[config.mk]
export PLATFORM = sky130hd
export DESIGN_NAME = um245_uart_ctrl_flat
export DESIGN_NICKNAME = d
export VERILOG_FILES = /design/src/rtl/um245_uart_ctrl_if.sv /design/src/rtl/um245_uart_ctrl.sv /design/src/flat_wrapper.sv
export SDC_FILE = /design/constraint.sdc
export NUM_CORES = 1
export LEC_CHECK = 0
export BUFFER_PORTS_ARGS = -buffer_cell sky130_fd_sc_hd__buf_2
export CORE_MARGIN = 1.5
export CORE_UTILIZATION = 45
export CTS_BUF_LIST = sky130_fd_sc_hd__clkbuf_8
export DETAILED_ROUTE_END_ITERATION = 8
export GPL_TIMING_DRIVEN = 0
export PLACE_DENSITY = 0.79
export SLEW_MARGIN = 5
export SYNTH_ARGS = -nofsm -noshare
export SYNTH_HDL_FRONTEND = slang
export SYNTH_SLANG_ARGS = --single-unit
[constraint.sdc]
create_clock -name clk -period 2.2 [get_ports clk]
set_clock_uncertainty 0.2 [all_clocks]
set_input_delay 0.11 -clock clk [delete_from_list [all_inputs] [get_ports clk]]
set_output_delay 0.11 -clock clk [all_outputs]
set_load 0.02 [all_outputs]
[src/rtl/um245_uart_ctrl_if.sv]
// ---------------------------------------------------------------------------
// um245_uart_ctrl_if
//
// Purpose: CPU-side bus between the CPU datapath and the UM245 UART
// controller. It carries the one-cycle read/write selects, the transmit
// byte, the RX holding register and the condition/error flags.
//
// Handshake: there is no ready signal. cpu_rd and cpu_wr are single-cycle
// strobes, and the controller acts on them at the next rising clock edge.
// The CPU uses flag_di (an RX byte is valid) and flag_do (the TX holding
// register is empty) to decide when a strobe is legal. A strobe issued while
// its flag is false is ignored, and the matching sticky error flag is set.
//
// Signals:
//   cpu_rd     CPU -> ctrl  consume one RX byte this cycle
//   cpu_wr     CPU -> ctrl  load cpu_wdata into the TX holding register
//   cpu_wdata  CPU -> ctrl  byte to transmit
//   cpu_rdata  ctrl -> CPU  RX holding register
//   flag_di    ctrl -> CPU  RX byte available
//   flag_do    ctrl -> CPU  TX holding register empty
//   err_under  ctrl -> CPU  sticky: read with no RX byte
//   err_over   ctrl -> CPU  sticky: write dropped because TX was full
// Modports: master = CPU side, slave = controller side.
// ---------------------------------------------------------------------------
interface um245_uart_ctrl_if;
    logic       cpu_rd;
    logic       cpu_wr;
    logic [7:0] cpu_wdata;
    logic [7:0] cpu_rdata;
    logic       flag_di;
    logic       flag_do;
    logic       err_under;
    logic       err_over;

    modport master (
        output cpu_rd, cpu_wr, cpu_wdata,
        input  cpu_rdata, flag_di, flag_do, err_under, err_over
    );

    modport slave (
        input  cpu_rd, cpu_wr, cpu_wdata,
        output cpu_rdata, flag_di, flag_do, err_under, err_over
    );
endinterface

[src/rtl/um245_uart_ctrl.sv]
// ---------------------------------------------------------------------------
// um245_uart_ctrl
//
// Purpose: connects the CPU "uart" bus device to a UM245R/FT245-style
// parallel FIFO UART. One-byte RX and TX holding registers let every CPU
// read or write finish in a single clock. A small FSM shares the
// bidirectional device data bus between RX refills and TX drains, using
// round-robin arbitration when both sides want the bus.
//
// Ports:
//   clk        system clock, rising edge
//   _mr        asynchronous active-low master reset
//   cpu        CPU bus (um245_uart_ctrl_if.slave)
//   _rxf       device: low = RX data present (asynchronous)
//   _txe       device: low = TX space available (asynchronous)
//   _rd        device read strobe, active low
//   wr         device write strobe, active high (device latches on fall)
//   dev_din    device data bus input
//   dev_dout   device data bus output
//   dev_oe     1 = drive dev_dout onto the device bus
//   fsm_state  current sequencer state (debug visibility)
// ---------------------------------------------------------------------------
module um245_uart_ctrl #(
    parameter int RD_PULSE_CYC = 4,
    parameter int WR_PULSE_CYC = 3,
    parameter int RECOVERY_CYC = 2,
    parameter int SYNC_STAGES  = 2
) (
    input  logic                 clk,
    input  logic                 _mr,
    um245_uart_ctrl_if.slave     cpu,
    input  logic                 _rxf,
    input  logic                 _txe,
    output logic                 _rd,
    output logic                 wr,
    input  logic [7:0]           dev_din,
    output logic [7:0]           dev_dout,
    output logic                 dev_oe,
    output logic [2:0]           fsm_state
);

    localparam int MAX_RW  = (RD_PULSE_CYC > WR_PULSE_CYC) ? RD_PULSE_CYC : WR_PULSE_CYC;
    localparam int MAX_CYC = (MAX_RW > RECOVERY_CYC) ? MAX_RW : RECOVERY_CYC;
    localparam int CNT_W   = $clog2(MAX_CYC + 1);

    typedef enum logic [2:0] {
        IDLE       = 3'd0,
        RD_STROBE  = 3'd1,
        RD_RECOVER = 3'd2,
        WR_SETUP   = 3'd3,
        WR_STROBE  = 3'd4,
        WR_RECOVER = 3'd5
    } state_t;

    state_t state, state_nxt;

    logic [SYNC_STAGES-1:0] rxf_sync, txe_sync;
    logic                   rxf_s, txe_s;

    logic [CNT_W-1:0] cnt, cnt_load;
    logic             cnt_zero;

    logic       rx_valid, tx_valid;
    logic [7:0] rx_data, tx_data;
    logic       err_under_q, err_over_q;
    logic       last_grant_tx;

    logic rx_req, tx_req, grant_rx, grant_tx;
    logic rd_capture, tx_done;

    // ------------------------------------------------------------------
    // Synchronisers. They reset to 1, the inactive level of both device
    // flags, so that nothing is requested while the chain refills.
    // ------------------------------------------------------------------
    always_ff @(posedge clk or negedge _mr) begin
        if (!_mr) begin
            rxf_sync <= '1;
            txe_sync <= '1;
        end else begin
            rxf_sync <= {rxf_sync[SYNC_STAGES-2:0], _rxf};
            txe_sync <= {txe_sync[SYNC_STAGES-2:0], _txe};
        end
    end

    assign rxf_s = rxf_sync[SYNC_STAGES-1];
    assign txe_s = txe_sync[SYNC_STAGES-1];

    // ------------------------------------------------------------------
    // Requests and round-robin arbitration. The bus is granted only from
    // IDLE. When both sides ask at once, the side that did not win last
    // time gets the bus.
    // ------------------------------------------------------------------
    assign rx_req   = !rx_valid && !rxf_s;
    assign tx_req   = tx_valid && !txe_s;
    assign grant_rx = rx_req && (!tx_req || last_grant_tx);
    assign grant_tx = tx_req && (!rx_req || !last_grant_tx);

    assign cnt_zero   = (cnt == '0);
    assign rd_capture = (state == RD_STROBE) && cnt_zero;
    assign tx_done    = (state == WR_STROBE) && cnt_zero;

    // ------------------------------------------------------------------
    // FSM: state register
    // ------------------------------------------------------------------
    always_ff @(posedge clk or negedge _mr) begin
        if (!_mr) begin
            state <= IDLE;
        end else begin
            state <= state_nxt;
        end
    end

    // ------------------------------------------------------------------
    // FSM: next-state logic
    // ------------------------------------------------------------------
    always_comb begin
        state_nxt = state;
        case (state)
            IDLE: begin
                if (grant_rx) begin
                    state_nxt = RD_STROBE;
                end else if (grant_tx) begin
                    state_nxt = WR_SETUP;
                end
            end
            RD_STROBE:  if (cnt_zero) state_nxt = RD_RECOVER;
            RD_RECOVER: if (cnt_zero) state_nxt = IDLE;
            WR_SETUP:   state_nxt = WR_STROBE;
            WR_STROBE:  if (cnt_zero) state_nxt = WR_RECOVER;
            WR_RECOVER: if (cnt_zero) state_nxt = IDLE;
            default:    state_nxt = IDLE;
        endcase
    end

    // ------------------------------------------------------------------
    // FSM: outputs. The strobes are decoded straight from the state
    // register, so an asynchronous reset releases them without waiting
    // for a clock edge. dev_oe stays high through WR_RECOVER to give the
    // device hold time after wr falls.
    // ------------------------------------------------------------------
    always_comb begin
        _rd    = 1'b1;
        wr     = 1'b0;
        dev_oe = 1'b0;
        case (state)
            RD_STROBE:  _rd = 1'b0;
            WR_SETUP:   dev_oe = 1'b1;
            WR_STROBE: begin
                dev_oe = 1'b1;
                wr     = 1'b1;
            end
            WR_RECOVER: dev_oe = 1'b1;
            default: begin
                _rd    = 1'b1;
                wr     = 1'b0;
                dev_oe = 1'b0;
            end
        endcase
    end

    assign fsm_state = state;

    // ------------------------------------------------------------------
    // Phase counter. It loads (cycles - 1) when the FSM enters a timed
    // state and counts down to zero. Zero marks the last cycle.
    // ------------------------------------------------------------------
    always_comb begin
        cnt_load = '0;
        case (state_nxt)
            RD_STROBE:  cnt_load = CNT_W'(RD_PULSE_CYC - 1);
            RD_RECOVER: cnt_load = CNT_W'(RECOVERY_CYC - 1);
            WR_STROBE:  cnt_load = CNT_W'(WR_PULSE_CYC - 1);
            WR_RECOVER: cnt_load = CNT_W'(RECOVERY_CYC - 1);
            default:    cnt_load = '0;
        endcase
    end

    always_ff @(posedge clk or negedge _mr) begin
        if (!_mr) begin
            cnt <= '0;
        end else if (state_nxt != state) begin
            cnt <= cnt_load;
        end else if (!cnt_zero) begin
            cnt <= cnt - CNT_W'(1);
        end
    end

    // ------------------------------------------------------------------
    // Grant history
    // ------------------------------------------------------------------
    always_ff @(posedge clk or negedge _mr) begin
        if (!_mr) begin
            last_grant_tx <= 1'b1;
        end else if (state == IDLE) begin
            if (grant_rx) begin
                last_grant_tx <= 1'b0;
            end else if (grant_tx) begin
                last_grant_tx <= 1'b1;
            end
        end
    end

    // ------------------------------------------------------------------
    // RX holding register. A device capture cannot coincide with a valid
    // CPU read, because the FSM only starts a read while rx_valid is 0.
    // ------------------------------------------------------------------
    always_ff @(posedge clk or negedge _mr) begin
        if (!_mr) begin
            rx_valid    <= 1'b0;
            rx_data     <= 8'h00;
            err_under_q <= 1'b0;
        end else begin
            if (rd_capture) begin
                rx_valid <= 1'b1;
                rx_data  <= dev_din;
            end else if (cpu.cpu_rd && rx_valid) begin
                rx_valid <= 1'b0;
            end
            if (cpu.cpu_rd && !rx_valid) begin
                err_under_q <= 1'b1;
            end
        end
    end

    // ------------------------------------------------------------------
    // TX holding register. A write that lands on the drain-exit edge
    // refills the register: the old byte has already been strobed out.
    // ------------------------------------------------------------------
    always_ff @(posedge clk or negedge _mr) begin
        if (!_mr) begin
            tx_valid   <= 1'b0;
            tx_data    <= 8'h00;
            err_over_q <= 1'b0;
        end else begin
            if (cpu.cpu_wr && (!tx_valid || tx_done)) begin
                tx_valid <= 1'b1;
                tx_data  <= cpu.cpu_wdata;
            end else if (tx_done) begin
                tx_valid <= 1'b0;
            end
            if (cpu.cpu_wr && tx_valid && !tx_done) begin
                err_over_q <= 1'b1;
            end
        end
    end

    assign dev_dout      = tx_data;
    assign cpu.cpu_rdata = rx_data;
    assign cpu.flag_di   = rx_valid;
    assign cpu.flag_do   = !tx_valid;
    assign cpu.err_under = err_under_q;
    assign cpu.err_over  = err_over_q;

endmodule

[src/flat_wrapper.sv]
// flat-port wrapper written by rule: the top's interface ports become plain ports
module um245_uart_ctrl_flat 
#(
    parameter int RD_PULSE_CYC = 4,
    parameter int WR_PULSE_CYC = 3,
    parameter int RECOVERY_CYC = 2,
    parameter int SYNC_STAGES  = 2
)
  (clk, _mr, _rxf, _txe, _rd, wr, dev_din, dev_dout, dev_oe, fsm_state, cpu_cpu_rd, cpu_cpu_wr, cpu_cpu_wdata, cpu_cpu_rdata, cpu_flag_di, cpu_flag_do, cpu_err_under, cpu_err_over);
  um245_uart_ctrl_if cpu_i ();
  input  logic clk;
  input  logic _mr;
  input  logic _rxf;
  input  logic _txe;
  output logic _rd;
  output logic wr;
  input  logic [7:0] dev_din;
  output logic [7:0] dev_dout;
  output logic dev_oe;
  output logic [2:0] fsm_state;
  input wire logic [$bits(cpu_i.cpu_rd)-1:0] cpu_cpu_rd;
  input wire logic [$bits(cpu_i.cpu_wr)-1:0] cpu_cpu_wr;
  input wire logic [$bits(cpu_i.cpu_wdata)-1:0] cpu_cpu_wdata;
  output wire logic [$bits(cpu_i.cpu_rdata)-1:0] cpu_cpu_rdata;
  output wire logic [$bits(cpu_i.flag_di)-1:0] cpu_flag_di;
  output wire logic [$bits(cpu_i.flag_do)-1:0] cpu_flag_do;
  output wire logic [$bits(cpu_i.err_under)-1:0] cpu_err_under;
  output wire logic [$bits(cpu_i.err_over)-1:0] cpu_err_over;
  assign cpu_i.cpu_rd = cpu_cpu_rd;
  assign cpu_i.cpu_wr = cpu_cpu_wr;
  assign cpu_i.cpu_wdata = cpu_cpu_wdata;
  assign cpu_cpu_rdata = cpu_i.cpu_rdata;
  assign cpu_flag_di = cpu_i.flag_di;
  assign cpu_flag_do = cpu_i.flag_do;
  assign cpu_err_under = cpu_i.err_under;
  assign cpu_err_over = cpu_i.err_over;
  um245_uart_ctrl #(.RD_PULSE_CYC(RD_PULSE_CYC), .WR_PULSE_CYC(WR_PULSE_CYC), .RECOVERY_CYC(RECOVERY_CYC), .SYNC_STAGES(SYNC_STAGES)) u_core (.clk(clk), ._mr(_mr), .cpu(cpu_i), ._rxf(_rxf), ._txe(_txe), ._rd(_rd), .wr(wr), .dev_din(dev_din), .dev_dout(dev_dout), .dev_oe(dev_oe), .fsm_state(fsm_state));
endmodule
==> flow_summary.yaml <==
timing:
  min_period_ns: 2.02
  setup_violations: 0
  rsz0062_at_grt: "no"
  max_slew_margin: 0.565
  worst_pin_slew_ns: 0.652
  hold_viol: 0
  tns_ns: 0
  drv_slew: 0
  fin_ws_ns: 0.181
  fin_crit_sh: 0.918
  finalHoldWorstSlack_ns: 0.158
  fmax_mhz: 495
die:
  fp-row-count: 20
  die_w_um: 58.6
  io_pins: 48
  die_height_um: 58.6
  coreArea_mm2: 0.00300
  start_util: 0.464
  die_area_mm2: 0.00344
cts:
  hold_buffers: 21
  cts_tree: "built"
  ctsResizeCount: 0
  ctsRootBufferMaster: "clkbuf_8"
  ctsHtreeMaxLevel: 2
  clk_latency_ns: 0.29
  cts_buffers: 5
  cts_num_sinks: 31
  clockBufferDepth: 2
  clk_pin_slew_worst_paths_ns: 0.07
  post-cts-setup-buffers: 0
run:
  cap_viol_max_count: 0
routing:
  drtPass1Iterations: 4
  wl_per_cell_um: 14.2
  drcViolationCount: 0
  wl_um: 3230
  vias: 1174
  ant_nets: 0
  routed_via_density: 5.15
  dr.first_iter.drc_count: 38
placement:
  dp_hpwl_um: 2080
  dp_slack_ns: 0.239
  place_inst: 199
  io_buffers: 47
  place_area_mm2: 0.00167
  gp_congestion: 0.803
setup_path:
  crit_required_ns: 2.20
  path_max_fanout: 7
  r2r_start: "u_core.cnt[0]$_DFFE_PN0P_"
  startpoint_type: "flop"
  critPathCaptureType: "flop"
  rr_worst_depth: 8
  critical_path_class: "reg -> reg"
  crit_arrival_ns: 2.02
  crit_start: "u_core.cnt[0]$_DFFE_PN0P_"
finish:
  multi_input_area_um2: 552
  stdcell_count: 228
  fin_area_mm2: 0.00197
  area_growth_pct: 41.3
  fillers: 241
  antenna_cells: 0
  drive_gt1_frac: 0.451
  nNetsFinal: 218
  fin_util: 0.655
  ff_latch_area_um2: 782
pwr:
  p_leak_nw: 0.938
  p_total_mw: 2.83
  powerDensity_mw_per_mm2: 1440
  ir_drop_uv: 738
global_route:
  globalRouteOverflowTotal: 0
  grt_max_degree: 32
  track_usage: 0.211
  grt_pass1_wl_um: 5230
  grt_pass1_vias: 1172
  antenna_found_initial: 0
synthesis:
  synth_top_area_cell: "dfrtp_1"
  synthCells: 119
  synthTopCellsByArea: "dfrtp_1 47%, mux2_2 14%, dfstp_2 9.4%"
  synth_cell_types: 35
  synth.avg_cell_area_um2: 11.7
  synthDominantCellAreaShare: 0.467
  syn-cell-area_mm2: 0.00139
  ys_seq_area_frac: 0.562
  synthesis.nets: 143
  yosysWarnings: 0
  ys_ff_latch: 31
outcome:
  status: "completed"
min_path:
  holdPathStages: 0
  holdCritPathClass: "reg -> reg"
  hold_start: "u_core.rxf_sync[0]$_DFF_PN1_"
## registers in the layout, indices dropped and copies added (netlist names)
name	flops
u_core.dev_dout	8
u_core.txe_sync	2
u_core.cpu.err_under	1
u_core.cpu.err_over	1
u_core.last_grant_tx	1
u_core.cnt	3
u_core.fsm_state	3
u_core.tx_valid	1
u_core.rxf_sync	2
u_core.cpu.cpu_rdata	8
u_core.cpu.flag_di	1
## synthesized netlist by cell type
library cell and instances:
dfrtp_1 26, nor2_1 7, inv_2 1, o21ai_0 8, clkbuf_8 1, a21boi_0 1
a211oi_2 1, nand2b_1 1, o311ai_0 1, nand2_2 2, o21ai_2 1, a21o_1 1
nor3b_1 1, or3b_1 1, clkbuf_1 1, a2bb2oi_1 1, mux2_2 17, buf_4 1
nand2b_2 1, nand2_1 11, nand3_1 1, ha_1 2, o21bai_1 1, nor3_1 2
o22ai_1 1, dfstp_2 5, nor2b_2 1, inv_1 8, a311oi_1 1, or3_1 1
a22oi_1 1, o31ai_1 1, a22oi_2 1, nand4b_2 1, a21oi_1 7
## power by group
part / switching [mW] / leakage, nW / total [mW] / internal (mW)
clock: 0.226 / 0.0402 / 0.446 / 0.220
combinational: 0.843 / 0.538 / 1.43 / 0.586
sequential: 0.152 / 0.360 / 0.956 / 0.804
## critical path, cell delays in order (launching register included)
cell and delay (ns):
dfrtp_1 0.40, inv_1 0.14, ha_1 0.22, nor2b_2 0.31, nand2_1 0.12, nand4b_2 0.15
inv_2 0.08, a2bb2oi_1 0.16, a211oi_2 0.15
## cells by family after synthesis
logic type | Yosys count | share of synthesized area
buffers and inverters | 12 | 0.0422
flip-flops | 31 | 0.562
AO/OA/AOI/OAI | 27 | 0.128
adder cells (fa/ha/maj) | 2 | 0.0180
AND/OR/NAND/NOR | 30 | 0.112
multiplexers | 17 | 0.137
## final cells by class
type                    count  area share
plain buffers               3      0.0127
clock buffers               5      0.0350
clock inverters             3      0.0102
inverters                   9      0.0172
multi-input cells          76       0.280
flip-flops and latches     31       0.397
well taps                  33      0.0210
repair buffers             68       0.226
## layer usage
metal | track usage | share of wire | vias up
met5 | 0 | 0 | -
met4 | 0.0779 | 0.016 | 0
met3 | 0.0857 | 0.082 | 5
met2 | 0.361 | 0.50 | 50
met1 | 0.235 | 0.40 | 558
li1 | - | - | 561
## worst paths after layout
kind,end,slack (ns)
worst max-delay path,u_core.cnt[1]$_DFFE_PN0P_,0.18
worst min-delay path,u_core.rxf_sync[1]$_DFF_PN1_,0.16
worst max register to register,u_core.cnt[1]$_DFFE_PN0P_,0.18
worst min register to register,u_core.rxf_sync[1]$_DFF_PN1_,0.16
max in group asynchronous,u_core.cnt[2]$_DFFE_PN0P_,1.19
min in group asynchronous,u_core.fsm_state[2]$_DFF_PN0_,0.18
## cell usage in the layout (no fill, tap or decap), drive strengths merged, types with 2 or more instances in the layout
| cell | count |
|---|---|
| mux2 | 17 |
| nand2 | 13 |
| dfrtp | 26 |
| nor3 | 2 |
| a22oi | 2 |
| clkbuf | 7 |
| clkinvlp | 2 |
| dfstp | 5 |
| a21oi | 7 |
| buf | 48 |
| dlygate4sd3 | 21 |
| o21ai | 9 |
| ha | 2 |
| nor2 | 7 |
| inv | 9 |
| nand2b | 2 |
Note: power is estimated with default switching activity, not from simulation.
